`src/rtl/blur_frame_ctrl.sv`:
```
// Frame-level flow controller in front of the 3x3 box-blur core. It admits whole
// lines only while a ring-buffer slot is free and brackets each frame with busy/done.
module blur_frame_ctrl #(
  parameter int DATA_WIDTH = 8,
  parameter int IMG_WIDTH  = 512,
  parameter int IMG_HEIGHT = 512,
  parameter int NUM_LINES  = 4
) (
  input  logic                           clk,
  input  logic                           rst,
  input  logic                           start,
  input  logic [DATA_WIDTH-1:0]          s_pixel,
  input  logic                           s_valid,
  output logic                           s_ready,
  output logic [DATA_WIDTH-1:0]          blur_pixel,
  output logic                           blur_valid,
  input  logic                           line_consumed,
  input  logic                           blur_out_valid,
  output logic                           busy,
  output logic                           done,
  output logic                           err,
  output logic [$clog2(NUM_LINES+1)-1:0] occupancy,
  output logic [2:0]                     state_dbg
);

  localparam int PIX_W  = $clog2(IMG_WIDTH);
  localparam int LINE_W = $clog2(IMG_HEIGHT + 1);
  localparam int OUT_W  = $clog2(IMG_HEIGHT * IMG_WIDTH + 1);
  localparam int OCC_W  = $clog2(NUM_LINES + 1);

  localparam logic [PIX_W-1:0]  PIX_LAST   = PIX_W'(IMG_WIDTH - 1);
  localparam logic [LINE_W-1:0] FILL_LINES = LINE_W'(3);
  localparam logic [LINE_W-1:0] LAST_LINES = LINE_W'(IMG_HEIGHT);
  localparam logic [OUT_W-1:0]  OUT_TOTAL  = OUT_W'((IMG_HEIGHT - 2) * IMG_WIDTH);
  localparam logic [OCC_W-1:0]  OCC_MAX    = OCC_W'(NUM_LINES);

  typedef enum logic [2:0] {
    ST_IDLE   = 3'd0,
    ST_FILL   = 3'd1,
    ST_STREAM = 3'd2,
    ST_DRAIN  = 3'd3,
    ST_DONE   = 3'd4
  } state_t;

  state_t             state_q, state_d;
  logic [PIX_W-1:0]   pix_cnt_q, pix_cnt_d;
  logic [LINE_W-1:0]  line_cnt_q, line_cnt_d;
  logic [OCC_W-1:0]   occ_q, occ_d;
  logic [OUT_W-1:0]   out_cnt_q, out_cnt_d;
  logic               err_q, err_d;
  logic               lc_q, lc_d;

  logic               line_open;
  logic               may_open;
  logic               accept;
  logic               opening;
  logic               line_end;
  logic               retire;
  logic               out_full;
  logic               counting;
  logic [LINE_W-1:0]  line_cnt_inc;

  // Source handshake: a pixel transfers on any cycle where s_valid and s_ready are
  // both high. s_ready depends on registered state only, so it never waits on s_valid.
  always_comb begin
    line_open    = (pix_cnt_q != '0);
    may_open     = (state_q == ST_FILL) ||
                   ((state_q == ST_STREAM) && (occ_q < OCC_MAX));
    s_ready      = ((state_q == ST_FILL) || (state_q == ST_STREAM)) &&
                   (line_open || may_open);
    accept       = s_valid && s_ready;
    opening      = accept && !line_open;
    line_end     = accept && (pix_cnt_q == PIX_LAST);
    retire       = line_consumed && !lc_q;
    out_full     = (out_cnt_q == OUT_TOTAL);
    counting     = (state_q == ST_FILL) || (state_q == ST_STREAM) ||
                   (state_q == ST_DRAIN);
    line_cnt_inc = line_cnt_q + LINE_W'(1);
  end

  always_comb begin
    state_d    = state_q;
    pix_cnt_d  = pix_cnt_q;
    line_cnt_d = line_cnt_q;
    occ_d      = occ_q;
    out_cnt_d  = out_cnt_q;
    err_d      = err_q;
    lc_d       = line_consumed;

    if (accept) begin
      if (line_end) begin
        pix_cnt_d  = '0;
        line_cnt_d = line_cnt_inc;
      end else begin
        pix_cnt_d = pix_cnt_q + PIX_W'(1);
      end
    end

    // Opening and retiring in the same cycle cancel; retiring an empty ring is an error.
    if (retire && (occ_q == '0)) begin
      err_d = 1'b1;
    end
    if (opening && !retire) begin
      occ_d = occ_q + OCC_W'(1);
    end else if (retire && !opening && (occ_q != '0)) begin
      occ_d = occ_q - OCC_W'(1);
    end

    if (blur_out_valid) begin
      if ((state_q == ST_IDLE) || out_full) begin
        err_d = 1'b1;
      end else if (counting) begin
        out_cnt_d = out_cnt_q + OUT_W'(1);
      end
    end

    unique case (state_q)
      ST_IDLE: begin
        if (start) begin
          state_d    = ST_FILL;
          pix_cnt_d  = '0;
          line_cnt_d = '0;
          occ_d      = '0;
          out_cnt_d  = '0;
          err_d      = 1'b0;
        end
      end
      ST_FILL: begin
        if (line_end && (line_cnt_inc == LAST_LINES)) begin
          state_d = ST_DRAIN;
        end else if (line_end && (line_cnt_inc == FILL_LINES)) begin
          state_d = ST_STREAM;
        end
      end
      ST_STREAM: begin
        if (line_end && (line_cnt_inc == LAST_LINES)) begin
          state_d = ST_DRAIN;
        end
      end
      ST_DRAIN: begin
        if (out_cnt_d == OUT_TOTAL) begin
          state_d = ST_DONE;
        end
      end
      ST_DONE: begin
        state_d = ST_IDLE;
      end
      default: begin
        state_d = ST_IDLE;
      end
    endcase
  end

  always_ff @(posedge clk) begin
    if (rst) begin
      state_q    <= ST_IDLE;
      pix_cnt_q  <= '0;
      line_cnt_q <= '0;
      occ_q      <= '0;
      out_cnt_q  <= '0;
      err_q      <= 1'b0;
      lc_q       <= 1'b0;
    end else begin
      state_q    <= state_d;
      pix_cnt_q  <= pix_cnt_d;
      line_cnt_q <= line_cnt_d;
      occ_q      <= occ_d;
      out_cnt_q  <= out_cnt_d;
      err_q      <= err_d;
      lc_q       <= lc_d;
    end
  end

  assign blur_pixel = s_pixel;
  assign blur_valid = accept;
  assign busy       = (state_q != ST_IDLE);
  assign done       = (state_q == ST_DONE);
  assign err        = err_q;
  assign occupancy  = occ_q;
  assign state_dbg  = state_q;

endmodule

```
`config.mk`:
```
export PLATFORM = sky130hd
export DESIGN_NAME = blur_frame_ctrl
export DESIGN_NICKNAME = d
export VERILOG_FILES = /design/src/rtl/blur_frame_ctrl.sv
export SDC_FILE = /design/constraint.sdc
export NUM_CORES = 1
export LEC_CHECK = 0
export ABC_CLOCK_PERIOD_IN_PS = 2380
export CORE_MARGIN = 4
export CORE_UTILIZATION = 25
export DETAILED_ROUTE_END_ITERATION = 6
export PLACE_DENSITY_LB_ADDON = 0.25
export SLEW_MARGIN = 25
export SYNTH_ARGS = -nofsm -noshare
export SYNTH_HDL_FRONTEND = slang
export SYNTH_SLANG_ARGS = --single-unit
```
`constraint.sdc`:
```
create_clock -name clk -period 2.38 [get_ports clk]
set_input_delay 0.714 -clock clk [delete_from_list [all_inputs] [get_ports clk]]
set_output_delay 0.714 -clock clk [all_outputs]
set_load 0.005 [all_outputs]
```
==> impl_metrics.toml <==
[run_status]
status = "finished with violations"
violations = "negative setup slack"

[synth]
synth.avg_cell_area_um2 = 8.27
yosys_warnings = 0
netlist_area_um2 = 2780
synth-simple-area-share_pct = 31.3
seq_area_frac_synth_pct = 33.2
syn-num-nets = 361
synth_seq_cells = 46
async_flop_share_pct = 0
muxShareOfSynthArea_pct = 2.61
synth.distinct_cells = 54
synth_xor_xnor_area_share_pct = 11.4
synth_top_family_by_area = "simple AND/OR/NAND/NOR gates"
synth_cells = 336
synthFlopType = "dfxtp_1"
synth_edf_count = 0
synth_compound_area_share_pct = 9.37
synth_adder_area_share_pct = 4.95

[power_and_ir_drop]
seqPwrFrac_pct = 50.3
internal_power_mw = 1.18
power_per_cell_area_nw_per_um2 = 416
pwr-share-clk_pct = 38.9
leakagePower_nw = 1.47
swShare_pct = 25.0
comb_power_share_pct = 10.8
irDropWorstVdd_mv = 0.181
switchingPower_uw = 391

[drt]
wl_um = 6810
dr_total_vias = 2501
firstDrtPassIters = 4
first_iter_violations = 93
vias_per_cell = 4.58
postRouteAntennaNets = 0
wl_per_cell_um = 12.5
drcViolationCount = 0

[grt]
grt_first_pass_wirelength_um = 11900
grt_pass1_vias = 2442
grt_start_max_net_pins = 34
overflow = 0
antenna_found_initial = 0
grt.total_usage_pct = 11.1

[critical_path]
crit_path_start_kind = "flop"
slowest_delay_ps = 420
cp_data_arrival_time_ps = 2610
critical_path_class = "reg2reg"
cp.required_ps = 2580
crit_chain = "ha_4, nand2_1, or3_4, nor3_4, xnor2_2, or3_4, a2111oi_4, buf_4, nor3_2"
rr_endpoint = "state_dbg[0]$_SDFFE_PP0P_"
crit_path_end_kind = "flop"
slowest_stage = "a2111oi_4"
rr_worst_depth = 9
r2r-start = "out_cnt_q[1]$_SDFF_PP0_"
path_max_fanout = 3
rrSetupSlack_ps = -30
startpoint = "out_cnt_q[1]$_SDFF_PP0_"
cp_common_cell = "or3_4"

[finish]
final_core_utilization_pct = 34.8
layout_common_cells = "buf_4 (69), nor2_1 (54), dfxtp_1 (33)"
instances_no_fill = 546
drive_gt1_share_pct = 33.3
fillers = 1135
n_antenna_cell = 0
final_common_cell = "buf_4"
design_area_um2 = 3770
seq_area_um2 = 942
syn_to_final_growth_pct = 35.7
multi_input_area_um2 = 1810
fin_nets = 430

[floorplanning]
die-width_um = 113
initial_core_util_pct = 25.6
die_h_um = 113
rows = 38
io_pins = 33
coreArea_um2 = 10800
die-area_um2 = 12900

[clock_tree]
clkTransAtPathRegs_ps = 90
postCtsHoldBufs = 0
clock_latency_ps = 320
cts_max_path_buffers = 2
cts_tree = "yes"
cts_buffers = 5
clock-sinks = 46
root_buffer = "clkbuf_8"
ctsHtreeMaxLevel = 2

[timing]
slew_headroom_pct = 74.1
drv_slew = 0
tightest_slew_ps = 386
hold_violations = 0
tns_ps = -57.4
max_freq_ghz = 0.415
setup_viol = 2
final.min_clock_period_ps = 2410
skew_ps = 10.8
fin_ws_ps = -30.5
fin_crit_sh_pct = 101
rsz0062_at_grt = "true"

[placement]
post-place-cells = 533
routabilityCongestion = 0.827
dpl_cell_area_um2 = 3470
io_buffers = 16
hpwl_um = 4950

[worst_hold_path]
hp-class = "reg2reg"
min_from = "out_cnt_q[17]$_SDFF_PP0_"
hold-path-cell-count = 2
whs_endpoint = "out_cnt_q[17]$_SDFF_PP0_"

[job]
cap_violations = 0
-- per-stage QoR --
| stage | setup WS [ps] | hold slack (ps) | total power, mW |
|---|---|---|---|
| floorplan | 7.70 | 454 | 0.895 |
| global placement | -683 | 471 | 0.967 |
| detailed placement | -726 | 485 | 0.968 |
| CTS | -0.963 | 498 | 1.59 |
| global route | -116 | 551 | 1.64 |
| finish | -30.5 | 495 | 1.57 |
-- power by group through the flow --
stage	sequential, mW	clock, mW	combinational (mW)
final	0.787	0.609	0.170
after global routing	0.790	0.657	0.189
after global placement	0.806	0	0.161
after floorplan	0.807	0	0.0881
after detailed placement	0.806	0	0.162
after CTS	0.788	0.635	0.169
-- Yosys cell counts, types with 6 or more instances --
| library cell | count | share of area (%) |
|---|---|---|
| nand4_1 | 14 | 3.2 |
| nor3_1 | 12 | 2.2 |
| nor2_1 | 55 | 7.4 |
| buf_4 | 11 | 3.0 |
| clkbuf_1 | 8 | 1.1 |
| inv_1 | 13 | 1.8 |
| xor2_1 | 19 | 6.0 |
| ha_1 | 11 | 5.0 |
| nand2_1 | 23 | 3.1 |
| dfxtp_1 | 46 | 33 |
| nor4_1 | 6 | 1.4 |
| o21ai_0 | 8 | 1.4 |
| and3_1 | 7 | 1.6 |
| nand3_1 | 11 | 2.0 |
| xnor2_1 | 17 | 5.4 |
| a21oi_1 | 11 | 2.0 |
-- cell type report --
type / count / area share (%)
clock buffers: 6 / 1.93
clock inverters: 2 / 0.996
inverters: 14 / 1.43
multi-input cells: 252 / 48.1
flip-flops and latches: 46 / 25.0
well taps: 140 / 4.65
repair buffers: 86 / 17.9
-- sequential cells by signal, indices dropped and copies added, names as in the netlist --
register,flops
err,1
lc_q,1
line_cnt_q,10
occupancy,3
out_cnt_q,19
pix_cnt_q,9
state_dbg,3
-- cell families (layout without fill, tap and decap cells) --
logic type / count (synthesis) / in the layout
flip-flops: 46 / 46
AND/OR/NAND/NOR: 162 / 162
XOR/XNOR: 36 / 36
multiplexers: 7 / 7
AO/OA/AOI/OAI: 36 / 36
adder cells (fa/ha/maj): 11 / 11
buffers and inverters: 38 / 108
-- layer usage --
metal | part of all wire, % | global-route usage [%] | vias up
li1 | - | - | 1283
met1 | 49 | 15.0 | 1177
met2 | 47 | 18.1 | 33
met3 | 3.3 | 2.49 | 8
met4 | 0.88 | 2.88 | 0
met5 | 0 | 0 | -
-- worst max-delay path by stage --
| stage | end |
|---|---|
| final | state_dbg[0]$_SDFFE_PP0P_ |
| after global routing | state_dbg[0]$_SDFFE_PP0P_ |
| after CTS | state_dbg[2]$_SDFFE_PP0P_ |
| after detailed placement | state_dbg[2]$_SDFFE_PP0P_ |
| after global placement | state_dbg[2]$_SDFFE_PP0P_ |
| after floorplan | state_dbg[2]$_SDFFE_PP0P_ |
-- worst max-delay path: cells and delay by family (launching register included) --
kind / cells / cell delay, ps
buffers and inverters: 1 / 180
adders and majority gates: 1 / 140
xor gates and xnor gates: 1 / 110
AOI/OAI and AO/OA: 1 / 420
DFF: 1 / 380
and+or+nand+nor: 5 / 1070
-- repair_timing --
action,4_1_cts,5_1_grt
buffers inserted,2,4
setup endpoints to repair,12,7
pin swaps,7,6
gates resized for setup,39,21
(Power assumes the default switching activity.)
